$ cat src/rtl/rv32i_types.sv
// ============================================================================
//  Module   : rv32i_types (package)
//  Purpose  : Shared RV32I type definitions: load/store funct3 encodings,
//             the MEM-stage access-unit state type, and helpers that decode
//             access width and alignment from funct3 and the low address bits.
//  Revision : 1.0 - initial release
// ============================================================================
`default_nettype none

package rv32i_types;

    typedef enum logic [2:0] {
        lb  = 3'b000,
        lh  = 3'b001,
        lw  = 3'b010,
        lbu = 3'b100,
        lhu = 3'b101
    } load_funct3_t;

    typedef enum logic [2:0] {
        sb = 3'b000,
        sh = 3'b001,
        sw = 3'b010
    } store_funct3_t;

    typedef enum logic [1:0] {
        IDLE = 2'b00,
        BUSY = 2'b01,
        DONE = 2'b10
    } mau_state_t;

    typedef enum logic [1:0] {
        SZ_BYTE = 2'b00,
        SZ_HALF = 2'b01,
        SZ_WORD = 2'b10
    } access_size_t;

    // Stores only define sb/sh/sw; loads add the unsigned variants.
    // Any other code falls back to word width.
    function automatic access_size_t access_size(input logic       is_store,
                                                 input logic [2:0] f3);
        access_size_t sz;
        sz = SZ_WORD;
        if (is_store) begin
            case (f3)
                sb:      sz = SZ_BYTE;
                sh:      sz = SZ_HALF;
                default: sz = SZ_WORD;
            endcase
        end else begin
            case (f3)
                lb, lbu: sz = SZ_BYTE;
                lh, lhu: sz = SZ_HALF;
                default: sz = SZ_WORD;
            endcase
        end
        return sz;
    endfunction

    function automatic logic is_aligned(input access_size_t sz,
                                        input logic [1:0]   offset);
        logic ok;
        case (sz)
            SZ_BYTE: ok = 1'b1;
            SZ_HALF: ok = ~offset[0];
            default: ok = (offset == 2'b00);
        endcase
        return ok;
    endfunction

endpackage

`default_nettype wire

$ cat src/rtl/load_extend.sv
// ============================================================================
//  Module   : load_extend
//  Purpose  : Selects the addressed byte/halfword lane of a cache read word
//             and sign- or zero-extends it according to the load funct3.
//  Ports    : rdata  (in, 32)  cache read word
//             offset (in, 2)   byte offset addr[1:0] of the load
//             funct3 (in, 3)   load width code
//             result (out, 32) extended load value
//  Revision : 1.0 - initial release
// ============================================================================
`default_nettype none

module load_extend
    import rv32i_types::*;
(
    input  logic [31:0] rdata,
    input  logic [1:0]  offset,
    input  logic [2:0]  funct3,
    output logic [31:0] result
);

    logic [7:0]  w_byte;
    logic [15:0] w_half;

    always_comb begin
        w_byte = rdata[{offset, 3'b000} +: 8];
        w_half = offset[1] ? rdata[31:16] : rdata[15:0];
        case (funct3)
            lb:      result = {{24{w_byte[7]}}, w_byte};
            lbu:     result = {24'h0, w_byte};
            lh:      result = {{16{w_half[15]}}, w_half};
            lhu:     result = {16'h0, w_half};
            default: result = rdata;
        endcase
    end

endmodule

`default_nettype wire

$ cat src/rtl/mem_access_unit.sv
// ============================================================================
//  Module   : mem_access_unit
//  Purpose  : MEM-stage data-memory initiator. Checks alignment, issues a
//             word-aligned request with lane-aligned store data and byte
//             enables, waits for the cache response, extends load data and
//             stalls the pipeline until the access completes.
//  Ports    : clk, rst (sync, active-high)
//             valid, ctrl_read, ctrl_write, funct3, addr, rs2_data  - MEM inputs
//             mem_rdata, mem_resp                                    - cache response
//             mem_read, mem_write, mem_address, mem_byte_enable,
//             mem_wdata                                              - cache request
//             load_data, done, stall, misaligned, timeout_err        - pipeline side
//  Config   : MEM_TIMEOUT_EN - enables the BUSY response watchdog
//             (TIMEOUT_CYCLES); without it timeout_err is tied low.
//  Revision : 1.0 - initial release
// ============================================================================
`default_nettype none

module mem_access_unit
    import rv32i_types::*;
#(
    parameter int TIMEOUT_CYCLES = 256
) (
    input  logic        clk,
    input  logic        rst,
    input  logic        valid,
    input  logic        ctrl_read,
    input  logic        ctrl_write,
    input  logic [2:0]  funct3,
    input  logic [31:0] addr,
    input  logic [31:0] rs2_data,
    input  logic [31:0] mem_rdata,
    input  logic        mem_resp,
    output logic        mem_read,
    output logic        mem_write,
    output logic [31:0] mem_address,
    output logic [3:0]  mem_byte_enable,
    output logic [31:0] mem_wdata,
    output logic [31:0] load_data,
    output logic        done,
    output logic        stall,
    output logic        misaligned,
    output logic        timeout_err
);

    mau_state_t   r_state;
    mau_state_t   w_state_next;
    logic [2:0]   r_funct3;
    logic [1:0]   r_offset;

    logic         w_access;
    access_size_t w_size;
    logic         w_aligned;
    logic         w_start;
    logic         w_misalign;
    logic         w_finish;
    logic         w_timeout;
    logic [3:0]   w_be;
    logic [31:0]  w_wdata;
    logic [31:0]  w_ext;

    // ---------------------------------------------------------------- decode
    // A store wins when both read and write are flagged.
    assign w_access  = valid & (ctrl_read | ctrl_write);
    assign w_size    = access_size(ctrl_write, funct3);
    assign w_aligned = is_aligned(w_size, addr[1:0]);

    // While the misaligned pulse is high the same held instruction is
    // masked so it cannot raise a second trap pulse back-to-back.
    assign w_start    = (r_state == IDLE) & w_access & w_aligned  & ~misaligned;
    assign w_misalign = (r_state == IDLE) & w_access & ~w_aligned & ~misaligned;
    assign w_finish   = (r_state == BUSY) & (mem_resp | w_timeout);

    always_comb begin
        w_be    = 4'b1111;
        w_wdata = rs2_data;
        case (w_size)
            SZ_BYTE: begin
                w_be    = 4'b0001 << addr[1:0];
                w_wdata = {4{rs2_data[7:0]}};
            end
            SZ_HALF: begin
                w_be    = 4'b0011 << addr[1:0];
                w_wdata = {2{rs2_data[15:0]}};
            end
            default: begin
                w_be    = 4'b1111;
                w_wdata = rs2_data;
            end
        endcase
    end

    load_extend u_load_extend (
        .rdata  (mem_rdata),
        .offset (r_offset),
        .funct3 (r_funct3),
        .result (w_ext)
    );

    // ------------------------------------------------------------------ FSM
    always_ff @(posedge clk) begin
        if (rst) begin
            r_state <= IDLE;
        end else begin
            r_state <= w_state_next;
        end
    end

    always_comb begin
        w_state_next = r_state;
        case (r_state)
            IDLE:    if (w_start)  w_state_next = BUSY;
            BUSY:    if (w_finish) w_state_next = DONE;
            DONE:    w_state_next = IDLE;
            default: w_state_next = IDLE;
        endcase
    end

    always_comb begin
        stall = w_start | (r_state == BUSY);
        done  = (r_state == DONE);
    end

    // ----------------------------------------------------- request/response
    always_ff @(posedge clk) begin
        if (rst) begin
            mem_read        <= 1'b0;
            mem_write       <= 1'b0;
            mem_address     <= 32'h0;
            mem_byte_enable <= 4'h0;
            mem_wdata       <= 32'h0;
            load_data       <= 32'h0;
            misaligned      <= 1'b0;
            r_funct3        <= 3'b000;
            r_offset        <= 2'b00;
        end else begin
            misaligned <= w_misalign;
            if (w_start) begin
                mem_read        <= ctrl_read & ~ctrl_write;
                mem_write       <= ctrl_write;
                mem_address     <= {addr[31:2], 2'b00};
                mem_byte_enable <= w_be;
                mem_wdata       <= w_wdata;
                r_funct3        <= funct3;
                r_offset        <= addr[1:0];
            end else if (w_finish) begin
                mem_read  <= 1'b0;
                mem_write <= 1'b0;
                // A real response takes priority over a same-cycle watchdog.
                if (mem_resp) begin
                    if (mem_read) begin
                        load_data <= w_ext;
                    end
                end else begin
                    load_data <= 32'h0;
                end
            end
        end
    end

    // -------------------------------------------------------------- watchdog
`ifdef MEM_TIMEOUT_EN
    localparam int c_cnt_w = $clog2(TIMEOUT_CYCLES + 1);

    logic [c_cnt_w-1:0] r_wd_cnt;
    logic               r_timeout_err;

    // Counts completed BUSY cycles; fires on the TIMEOUT_CYCLES-th one.
    assign w_timeout = (r_state == BUSY) & ~mem_resp &
                       (r_wd_cnt == c_cnt_w'(TIMEOUT_CYCLES - 1));

    always_ff @(posedge clk) begin
        if (rst) begin
            r_wd_cnt      <= '0;
            r_timeout_err <= 1'b0;
        end else begin
            r_timeout_err <= w_timeout;
            if ((r_state == BUSY) && !w_finish) begin
                r_wd_cnt <= r_wd_cnt + 1'b1;
            end else begin
                r_wd_cnt <= '0;
            end
        end
    end

    assign timeout_err = r_timeout_err;
`else
    logic w_unused_timeout;

    assign w_unused_timeout = ^TIMEOUT_CYCLES;
    assign w_timeout        = 1'b0;
    assign timeout_err      = 1'b0;
`endif

endmodule

`default_nettype wire
$ cat config.mk
export PLATFORM = sky130hd
export DESIGN_NAME = mem_access_unit
export DESIGN_NICKNAME = d
export VERILOG_FILES = /design/src/rtl/rv32i_types.sv /design/src/rtl/load_extend.sv /design/src/rtl/mem_access_unit.sv
export SDC_FILE = /design/constraint.sdc
export NUM_CORES = 1
export LEC_CHECK = 0
export CORE_MARGIN = 1.5
export CORE_UTILIZATION = 30
export CTS_CLUSTER_DIAMETER = 30
export DETAILED_ROUTE_END_ITERATION = 10
export PLACE_DENSITY_LB_ADDON = 0.05
export SYNTH_ARGS = -nofsm -noshare
export SYNTH_HDL_FRONTEND = slang
export SYNTH_SLANG_ARGS = --single-unit
$ cat constraint.sdc
create_clock -name clk -period 2.2 [get_ports clk]
set_clock_uncertainty 0.1 [all_clocks]
set_input_delay 0.33 -clock clk [delete_from_list [all_inputs] [get_ports clk]]
set_output_delay 0.33 -clock clk [all_outputs]
set_load 0.005 [all_outputs]
==> impl_results.md <==
* Pins over their slew limit at 0
* Vias post-DR at 5093
* Via-to-Cell Ratio at about 5.2
* Leak at 0.00267 uW
* Crit Path Category: in -> out
* Flops & latches, synth at 108
* Fin nets at ~870
* H-tree Lvls at 3
* Postcts setup bufs at 0
* Total power draw at 4690 uW
* GRT Residual Overflow at 0
* Syn Area/Cell at 8.62 um^2
* Multi-input gate area at 2380 um^2
* Largest net degree at the start of global routing at between 50 and 60
* Number of port buffers at 207
* Tcrit/Tclk final at 92.3%
* Worst-path clk slew at 0.07 ns
* Placed wire-length estimate at roughly 12000 um
* Critical path required time at 1.77 ns
* DRT Wirelength at between 15000 and 20000 um
* CP Capture Type: output port
* Setup slack at placement at -0.438 ns
* Area contributors post-synth: dfxtp_1 (45%), a21oi_1 (8.3%), o21ai_0 (5.9%), nand3_1 (4.7%), a221o_1 (3.7%)
* RSZ-0062 raised after global routing: no
* Worst Path Max Fanout at 3
* Final core occ at 48.2%
* Top cell type by total area after synthesis: dfxtp_1
* Yosys warns at 0
* Tightest Pin Transition at between 0.7 and 0.8 ns
* Run status: completed
* Die H at 130 um
* Post-route design area at 7610 um^2
* Clk buf depth at 2
* CTS tree: yes
* Fmax at 0.492 GHz
* Post-Place Cell Area at 7290 um^2
* Slew HR at slightly below 50%
* GRT Total Usage at 19.8%
* Synth Cell Area at 4820 um^2
* Worst-skew pair later-pin latency at 0.35 ns
* Starting DRT DRC Count at 332
* Max cap viols at 0
* WL per Instance at 17.1 um
* # fillers at approximately 1500
* Register area share after synthesis at 44.8%
* Flip-flop and latch area at 2160 um^2
* Async S/R FF share, synth at 0%
* Global-route wire length before repair at 25900 um
* Main synth FF type: dfxtp_1
* Number of synthesized flops with an enable pin at 0
* PD cells at slightly above 600 nW/um^2
* CORE AREA at 15800 um^2
* Chip Width at 130 um
* Synth Instances at roughly 560
* Worst setup margin at 0.169 ns
* FP Rows at 46
* Ports at 211
* Die area at about 17000 um^2
* Clock root buffer master: clkbuf_16
* Routed Antenna Nets at 0
* Final Critical Period at 2.03 ns
* Cts bufs inserted at 9
* Synth cell types at 48
* Hold-fix buffers at CTS at 0
* Initial antenna violation count at 1
* Startpoint types: input port
* Final GP Congestion at between 0.8 and 0.9
* Final hold vios at 0
* CP arrival at 1.60 ns
* DRC at 0
* Max IR drop VDD at 403 uV
* CTS sink cnt at ~110
* Top cells by count, synth: dfxtp_1 (108), a21oi_1 (80), o21ai_0 (57)
* Synth-to-layout area growth at 57.8%
* Most numerous cell in the Yosys netlist: dfxtp_1
* Vias in the first global route at 4759
* Initial cell density of the core at 30.6%
* Setup-failing EPs final at 0
* TritonRoute pass-1 iters at 5
* Area share of the largest cell type after synthesis at 44.8%
* Worst hold path class: in -> reg
* Share of cells above drive strength 1 at under 10%
-- what timing repair did --
action	CTS	global route
pin swaps	1	1
resized for setup	4	3
gates cloned	0	0
setup endpoints to repair	18	1
-- registers in the layout, indices dropped and copies added, names as in the netlist --
register,cells
load_data,32
mem_address,30
mem_byte_enable,4
mem_read,1
mem_wdata,32
mem_write,1
misaligned,1
r_funct3,3
r_offset,2
r_state,2
-- kinds of logic (layout without fill, tap and decap cells) --
family,Yosys count,in the layout,share of synthesized area (%)
AO/OA/AOI/OAI,224,224,30.8
AND/OR/NAND/NOR,138,138,13.7
flip-flops,108,108,44.8
buffers and inverters,69,273,6.33
multiplexers,18,18,4.00
other,1,4,0.0778
XOR/XNOR,1,1,0.182
-- where the power goes --
part | switching, uW | internal, uW | leakage, uW
Clock | 708 | 1040 | 0.000154
Combinational | 415 | 455 | 0.00164
Sequential | 43.1 | 2030 | 0.000876
Total | 1170 | 3520 | 0.00267
-- worst max-delay path, cell delays in order --
cell and delay, ns:
clkdlybuf4s50_1 0.46, a211oi_2 0.31, a2bb2oi_4 0.18, nand2_1 0.08, o21ai_0 0.08, clkbuf_2 0.15
-- worst paths after layout --
check / from / endpoint / slack (ns) / cells past startpoint
max: ctrl_write / stall / 0.17 / 6
min: funct3[1] / r_funct3[1]$_SDFFE_PP0P_ / 0.34 / 3
max reg2reg: r_state[1]$_SDFFE_PP0P_ / mem_wdata[22]$_SDFFE_PP0P_ / 0.27 / 6
min reg2reg: load_data[7]$_SDFFE_PP0P_ / load_data[7]$_SDFFE_PP0P_ / 0.37 / 2
-- metal layers --
| layer | part of all wire, % | vias up | GRT usage (%) | wire length (um) |
|---|---|---|---|---|
| li1 | - | 2476 | - | - |
| met1 | 45 | 2427 | 26.9 | 7510 |
| met2 | 46 | 180 | 30.3 | 7710 |
| met3 | 8.4 | 10 | 7.05 | 1410 |
| met4 | 0.72 | 0 | 4.12 | 121 |
| met5 | 0 | - | 0 | 0 |
-- layout by cell type, fill, tap and decap left out, types with 5 or more instances in the layout --
cell type / count
a221o_1: 18
nand2_1: 46
dfxtp_1: 108
mux2i_1: 17
clkdlybuf4s50_1: 203
a311oi_1: 9
buf_12: 5
buf_4: 35
inv_1: 13
a21oi_1: 80
a22o_1: 7
a211oi_1: 10
o2111ai_1: 8
clkbuf_16: 9
nand3_1: 45
nand2b_1: 6
o32ai_1: 8
nor2_1: 23
a32oi_1: 7
o221a_2: 7
o21ai_0: 57
-- stage by stage --
stage	std cells	setup TNS, ns	hold slack [ns]
2_1_floorplan	561	0	0.349
3_3_place_gp	968	-9.61	0.354
3_5_place_dp	968	-15.78	0.363
4_1_cts	981	0	0.338
5_1_grt	982	0	0.334
6_report	982	0	0.345
-- layout make-up --
cell class	instances	area share [%]
Inverter	13	0.642
Antenna cell	1	0.0329
Multi-Input combinational cell	384	31.3
Clock inverter	2	0.790
Timing Repair Buffer	247	31.9
Sequential cell	108	28.4
Tap cell	216	3.55
Clock buffer	11	3.32
(Power assumes the default switching activity.)
